<file path="config.mk">
export PLATFORM = sky130hd
export DESIGN_NAME = lic_mtimer_multi
export DESIGN_NICKNAME = d
export VERILOG_FILES = /design/src/rtl/lic_mtimer_multi.sv
export SDC_FILE = /design/constraint.sdc
export NUM_CORES = 1
export LEC_CHECK = 0
export BUFFER_PORTS_ARGS = -buffer_cell sky130_fd_sc_hd__buf_2
export CORE_MARGIN = 3
export CORE_UTILIZATION = 44
export CTS_CLUSTER_SIZE = 14
export DETAILED_ROUTE_END_ITERATION = 7
export GPL_TIMING_DRIVEN = 0
export PLACE_DENSITY_LB_ADDON = 0.15
export SLEW_MARGIN = 20
export SYNTH_ARGS = -nofsm -noshare
export SYNTH_HDL_FRONTEND = slang
export SYNTH_SLANG_ARGS = --single-unit
export TNS_END_PERCENT = 5
</file>
<file path="constraint.sdc">
create_clock -name clk -period 2.8 [get_ports clk]
set_input_delay 0 -clock clk [delete_from_list [all_inputs] [get_ports clk]]
set_output_delay 0 -clock clk [all_outputs]
set_load 0.01 [all_outputs]
</file>
<file path="src/rtl/lic_mtimer_multi.sv">
// Local-interrupt timer: shared prescaled mtime counter with NUM_CH sticky compare channels.
// Optional per-channel auto-reload of CMP is built when LIC_AUTORELOAD_EN is defined.
module lic_mtimer_multi #(
    parameter int NUM_CH  = 4,
    parameter int CNT_W   = 32,
    parameter int PRESC_W = 8
) (
    input  logic              clk,
    input  logic              resetn,
    input  logic              lic_cs,
    input  logic              lic_we,
    input  logic [7:0]        lic_addr,
    input  logic [31:0]       lic_wdata,
    output logic [31:0]       lic_rdata,
    output logic              lic_timer_interrupt,
    output logic [NUM_CH-1:0] lic_irq_vec
);

    localparam logic [5:0] A_CTRL   = 6'd0;
    localparam logic [5:0] A_MTIME  = 6'd1;
    localparam logic [5:0] A_PEND   = 6'd2;
    localparam logic [5:0] A_EN     = 6'd3;
    localparam int         CMP_BASE = 4;
    localparam int         RLD_BASE = 16;

    logic               run_q, run_d;
    logic [PRESC_W-1:0] presc_q, presc_d;
    logic [PRESC_W-1:0] pcnt_q, pcnt_d;
    logic [CNT_W-1:0]   mtime_q, mtime_d, mtime_inc;
    logic [NUM_CH-1:0]  pend_q, pend_d;
    logic [NUM_CH-1:0]  en_q, en_d;
    logic [NUM_CH-1:0]  match;
    logic [CNT_W-1:0]   cmp_q [NUM_CH];
    logic [CNT_W-1:0]   cmp_d [NUM_CH];
`ifdef LIC_AUTORELOAD_EN
    logic [CNT_W-1:0]   reload_q [NUM_CH];
    logic [CNT_W-1:0]   reload_d [NUM_CH];
`endif
    logic [31:0]        rdata_q, rdata_d;
    logic               irq_q;
    logic [NUM_CH-1:0]  vec_q;
    logic               tick;

    logic [5:0] widx;
    logic       wr_en, rd_en;
    logic       wr_ctrl, wr_mtime, wr_pend, wr_en_reg;
    logic       unused_addr_lsb;

    assign widx            = lic_addr[7:2];
    assign unused_addr_lsb = ^lic_addr[1:0];
    assign wr_en           = lic_cs & lic_we;
    assign rd_en           = lic_cs & ~lic_we;
    assign wr_ctrl         = wr_en && (widx == A_CTRL);
    assign wr_mtime        = wr_en && (widx == A_MTIME);
    assign wr_pend         = wr_en && (widx == A_PEND);
    assign wr_en_reg       = wr_en && (widx == A_EN);

    // NOTE: every signal assigned in always_comb gets a default first so no latch is inferred.
    always_comb begin
        tick      = run_q && (pcnt_q == presc_q);
        mtime_inc = mtime_q + CNT_W'(1);

        run_d   = run_q;
        presc_d = presc_q;
        if (wr_ctrl) begin
            run_d   = lic_wdata[0];
            presc_d = lic_wdata[8 +: PRESC_W];
        end

        pcnt_d = pcnt_q;
        if (wr_ctrl)    pcnt_d = '0;
        else if (run_q) pcnt_d = tick ? '0 : pcnt_q + PRESC_W'(1);

        mtime_d = mtime_q;
        if (wr_mtime)  mtime_d = lic_wdata[CNT_W-1:0];
        else if (tick) mtime_d = mtime_inc;

        // A bus write to MTIME replaces the increment, so no transition into CMP happens.
        for (int i = 0; i < NUM_CH; i++) begin
            match[i] = tick && !wr_mtime && (mtime_inc == cmp_q[i]);
        end

        pend_d = pend_q;
        if (wr_pend) pend_d = pend_q & ~lic_wdata[NUM_CH-1:0];
        pend_d = pend_d | match;

        en_d = en_q;
        if (wr_en_reg) en_d = lic_wdata[NUM_CH-1:0];

        for (int i = 0; i < NUM_CH; i++) begin
            cmp_d[i] = cmp_q[i];
`ifdef LIC_AUTORELOAD_EN
            reload_d[i] = reload_q[i];
            if (match[i]) cmp_d[i] = cmp_q[i] + reload_q[i];
            if (wr_en && (widx == 6'(RLD_BASE + i))) reload_d[i] = lic_wdata[CNT_W-1:0];
`endif
            if (wr_en && (widx == 6'(CMP_BASE + i))) cmp_d[i] = lic_wdata[CNT_W-1:0];
        end

        rdata_d = rdata_q;
        if (rd_en) begin
            rdata_d = '0;
            case (widx)
                A_CTRL: begin
                    rdata_d[0]            = run_q;
                    rdata_d[8 +: PRESC_W] = presc_q;
                end
                A_MTIME: rdata_d[CNT_W-1:0]  = mtime_q;
                A_PEND:  rdata_d[NUM_CH-1:0] = pend_q;
                A_EN:    rdata_d[NUM_CH-1:0] = en_q;
                default: begin
                    for (int i = 0; i < NUM_CH; i++) begin
                        if (widx == 6'(CMP_BASE + i)) rdata_d[CNT_W-1:0] = cmp_q[i];
`ifdef LIC_AUTORELOAD_EN
                        if (widx == 6'(RLD_BASE + i)) rdata_d[CNT_W-1:0] = reload_q[i];
`endif
                    end
                end
            endcase
        end
    end

    // NOTE: sequential state uses non-blocking assignments so all registers update together.
    always_ff @(posedge clk or negedge resetn) begin
        if (!resetn) begin
            run_q   <= 1'b0;
            presc_q <= '0;
            pcnt_q  <= '0;
            mtime_q <= '0;
            pend_q  <= '0;
            en_q    <= '0;
            rdata_q <= '0;
            irq_q   <= 1'b0;
            vec_q   <= '0;
            // NOTE: the small CMP/RELOAD arrays are flops, not RAM, so they reset like any register.
            for (int i = 0; i < NUM_CH; i++) begin
                cmp_q[i] <= '0;
`ifdef LIC_AUTORELOAD_EN
                reload_q[i] <= '0;
`endif
            end
        end else begin
            run_q   <= run_d;
            presc_q <= presc_d;
            pcnt_q  <= pcnt_d;
            mtime_q <= mtime_d;
            pend_q  <= pend_d;
            en_q    <= en_d;
            rdata_q <= rdata_d;
            irq_q   <= |(pend_q & en_q);
            vec_q   <= pend_q & en_q;
            for (int i = 0; i < NUM_CH; i++) begin
                cmp_q[i] <= cmp_d[i];
`ifdef LIC_AUTORELOAD_EN
                reload_q[i] <= reload_d[i];
`endif
            end
        end
    end

    assign lic_rdata           = rdata_q;
    assign lic_timer_interrupt = irq_q;
    assign lic_irq_vec         = vec_q;

endmodule

</file>
# After elaboration in Yosys (flattened, before gate mapping)
# Cells that the tools add are included.
# totals
word_cells,70
out_inout_bits,37
register_bits,222
inputBits,44
# classes
reduce_logical,21
n_bitwise,7
n_mux,15
add_sub_neg,2
n_eq_ne,12
# op_table
op,n
two-way mux 32 bit,6
== test 32 bit,4
adder 32 x 1 -> 32 bit (second input constant),1
case mux 16 bit (2 select lines),1
== test 6 x 3 -> 1 bit (second input constant),4
two-way mux 8 bit,3
case mux 8 bit (3 select lines),1
logical AND 1 bit,14
== test 6 x 2 -> 1 bit (second input constant),2
case mux 3 bit (4 select lines),1
adder 8 x 1 -> 8 bit (second input constant),1
AND 4 bit,2
== test 8 bit,1
case mux 4 bit (2 select lines),1
== test 6 x 1 -> 1 bit (second input constant),1
zero test 6 bit,1
two-way mux 4 bit,1
inverter 4 bit,1
bitwise OR 4 bit,1
case mux 1 bit (4 select lines),1
nonzero test 2 bit,2
OR reduction 4 bit,1
OR reduction 3 bit,1
AND 1 bit,2
3 further kinds,3

# Depth between registers and ports, before layout
# logic_depth
depth_word,6
depth_mapped,12
depth_no_buf,9

# Worst setup path before layout
# No wires, ideal clock.
# synth_path
kind,register to register
startpoint,register mtime_q[1]
endpoint,register pend_q[3]
synth_period_minus_slack_ns,3.070
n_path_buf,1
path_stages_with_launch,11
slack_ns,-0.270
required_time_ns,2.710
arrival_ns,2.979
setup_ns,0.090
cell_sequence,dfrtp_1 -> ha_1 -> clkbuf_1 -> nand3_1 -> nor4_1 -> xnor2_1 -> xnor2_1 -> a2111oi_0 -> nand4_1 -> or4_4 -> o31ai_4
# synth_between
elab_chain_cells,4
# synth_lines
item,line,rtl
"start, declared",29,"logic [CNT_W-1:0] mtime_q, mtime_d, mtime_inc;"
"start signal, assigned",146,mtime_q <= mtime_d;
adder 32 x 1 -> 32 bit,61,mtime_inc = mtime_q + CNT_W'(1);
== test 32 bit,80,match[i] = tick && !wr_mtime && (mtime_inc == cmp_q[i]);
logical AND 1 bit,80,
bitwise OR 4 bit,85,pend_d = pend_d | match;
net pend_d[3],30,"logic [NUM_CH-1:0] pend_q, pend_d;"
"end signal, assigned",147,pend_q <= pend_d;
"end, declared",30,
# The timed path passes the listed nets, and every way through them passes these cells.
# A chain may end at the register's enable or synchronous reset.

# Worst setup path in the final report
# layout_path
startpoint,register mtime_q[21]
endpoint,register pend_q[3]
# Same word-level chain as after synthesis.

==> impl_results.md <==
- Vias: 11960
- Final Hold Viols: 0
- Yosys reg bits: approximately 220
- Critical Path Fanout Max: 10
- Critical path class: reg2reg
- Setup WS post-layout: -0.3368 ns
- RSZ-0062 raised after global routing: true
- Die area: ~33000 sq um
- CP Depth: 9
- Worst-case reg-to-reg path depth: 9
- Longest Clk Path Bufs: 3
- Overall Global Routing Usage: 31.32%
- XOR/XNOR Fraction of Synth Area: about 11%
- I/O Pins: 81
- CTS tree: done
- Power per standard cell area: between 800 and 900 nW/um^2
- Fin crit share: 112.0%
- Critical-path cell list: clkbuf_4 > nand2b_1 > o21ai_0 > nor4_4 > o2111ai_2 > nor4_4 > nand4_1 > or4_4 > o31ai_4
- Gpl congestion: 1.025
- Post-Synth Simple-Gate Area: between 10 and 15%
- Area after DPL: around 15000 sq um
- Outcome: complete, but fails checks
- Worst Tran Pin Value: roughly 1.2 ns
- Asr flop ratio synth: 100.0%
- Area share of fa/ha/maj cells after synthesis: 0.1864%
- Synthesized instance count: about 1300
- Syn avg cell area: roughly 10 sq um
- Row count: between 60 and 70
- Post-Syn Nets: 1347
- Total global routing overflow: 0
- Crit end category: register
- Lkg Pwr: ~7.3 nW
- CTS H-tree depth: 1
- CP Data Arrival Time: 3.58 ns
- Hold crit path type: in2reg
- Starting density of the core: 44.93%
- # DRC: 0
- Hold Path Stages: 4
- Fin nets: roughly 1600
- I/O Buffers: 76
- Violated checks: negative setup slack
- Number of flops mapped to enable cells by yosys: 0
- Area occupied by multi-input gates: between 8000 and 9000 sq um
- Largest family of logic cells by synthesized area: multiplexers
- Die width: about 180 um
- Number of fill cells in the layout: about 2600
- Util after Layout: approximately 57%
- Register cell area after layout: between 5000 and 6000 sq um
- Synth Flop Type: dfrtp_1
- Setup tns final: -1.118 ns
- Latest clock arrival within the worst-skew pair: 0.54 ns
- First-pass GRT wire length: 77.24 mm
- Initial antenna violation count: 1
- Synth cell count leaders: dfrtp_1, mux2_2, nand2_1, xnor2_1, nor2_1
- Max_cap viols: 0
- Largest stage delay on the critical path: 0.60 ns
- Final setup violation count: 4
- Crit path buf inv count: 1
- Most instantiated library cell after synthesis: dfrtp_1
- Most frequent CP cell: nor4_4
- Peak supply drop: between 0.0004 and 0.0005 V
- Die Span Y: between 150 and 200 um
- Clock root cell: clkbuf_16
- Drt pass-1 iters: 6
- Mux share of post-synthesis cell area: 17.82%
- Inserted Clock Buffers: 25
- Clock Sinks: around 220
- Final Max Tran Viols: 0
- CP top delay family: simple AND/OR/NAND/NOR gates
- Layout Area Growth over Synthesis: 27.28%
- Share of layout cells above drive strength 1: between 30% and 40%
- Min cycle time layout: between 3 and 4 ns
- Wirelength per Cell: 27.01 um
- ANT nets after route: 0
- CP required: roughly 3.2 ns
- Headroom to the max-slew limit: about a fifth
- Fmax: between 0.3 and 0.4 GHz
- Hold_ws: roughly 0.032 ns
- Vias in the first global route: about 12000
- Mapped Area: around 13000 sq um
- Detailed placement HPWL: 37.81 mm
- Top post-synthesis cells by area: dfrtp_1, mux2_2, xnor2_1
- Yosys warns: 0
- CP max-delay cell: or4_4
- Sequential area share after synthesis: between 40 and 50%
- Clock slew at reported path FFs: around 0.06 ns
- Critical Path Start Type: register
- Finished Cell Area: around 17000 sq um
- Netlist cell types: 67
- Largest net degree at the start of global routing: between 90 and 100
- Core ar.: approximately 30000 sq um
- Clock Skew: about 0.012 ns
- Post-synth top area cell: dfrtp_1
- Post-synth top area share: 41.38%
- Starting DRC count in detailed routing: ~1200
- Complex-gate fraction of the synthesized area: a little under an eighth
- Avg Vias per Cell: 6.201
- Routed WL: 52.07 mm
[area by class of cell]
class | instances | share of cell area, %
diodes | 2 | 0.02929
well taps | 390 | 2.856
plain buffers | 86 | 2.951
repair buffers | 198 | 8.831
multi-input cells | 968 | 47.39
inverters | 19 | 0.4174
flip-flops and latches | 222 | 32.53
clock inverters | 11 | 0.9446
clock buffers | 32 | 4.050
[per-stage QoR]
| stage | cells | setup WS [ns] | total power, mW |
|---|---|---|---|
| finish | 1928 | -0.3368 | 14.31 |
| global route | 1926 | -0.3924 | 14.84 |
| CTS | 1910 | -0.3828 | 13.85 |
| detailed placement | 1771 | -1.500 | 8.995 |
| global placement | 1767 | -2.271 | 8.960 |
| floorplan | 1301 | -0.03826 | 7.352 |
[routing by layer]
layer  part of all wire, %  GRT usage [%]  routed length (um)
met3                   8.6          5.935                4483
met4                   4.6          10.93                2381
met1                    43          45.59               22540
met5                     0              0                   0
met2                    44          46.97               22660
[registers in the layout, indices dropped and copies added, names as in the netlist, 4 cells and up]
name	cells
pcnt_q	8
lic_irq_vec	4
presc_q	8
lic_rdata	32
cmp_q	128
pend_q	4
mtime_q	32
en_q	4
[timing repair]
item / CTS / global route
pin swaps: 44 / 19
setup endpoints to repair: 54 / 55
gates cloned: 1 / 0
hold buffers: 34 / 0
gates resized for setup: 118 / 34
hold endpoints to repair: 399 / 0
buffers inserted: 64 / 19
[kinds of logic after synthesis]
kind of cell               Yosys count
adders and majority gates            2
buffers and inverters              111
muxes                              180
DFF                                222
AOI/OAI and AO/OA                  241
xor gates and xnor gates           164
and+or+nand+nor                    381
[tightest hold or removal path: stages]
cell     delay [ns]
buf_2          0.09
nor4_1         0.09
a22oi_1        0.23
o21ai_0        0.11
[cells in the final DEF, fill, tap and decap left out, types with 27 or more instances in the layout]
| cell type | count |
|---|---|
| dfrtp_1 | 220 |
| mux2_2 | 142 |
| nand2_1 | 97 |
| xnor2_1 | 89 |
| nor2_1 | 83 |
| buf_2 | 79 |
| buf_4 | 74 |
| o21ai_0 | 67 |
| a21oi_1 | 63 |
| xor2_1 | 59 |
| clkbuf_1 | 45 |
| nand3_1 | 33 |
| mux4_2 | 33 |
| dlygate4sd3_1 | 33 |
| nand4_1 | 31 |
| buf_6 | 27 |
[power by group]
part	switching [mW]	internal (mW)	leakage [nW]	total, mW
registers	0.477	3.58	2.90	4.05
logic	3.97	2.81	3.97	6.79
clock network	1.37	2.10	0.421	3.47
total	5.82	8.49	7.29	14.3
[path summary, 6_finish.rpt]
check                              start       endpoint  slack [ns]
max                          mtime_q[21]      pend_q[3]       -0.34
min                          lic_addr[5]   lic_rdata[0]        0.03
max reg2reg                  mtime_q[21]      pend_q[3]       -0.34
min reg2reg                lic_rdata[24]  lic_rdata[24]        0.47
max in group asynchronous         resetn      cmp_q[51]        2.25
min in group asynchronous         resetn      cmp_q[96]        0.08
No activity file was read; power rests on OpenSTA's default activity.
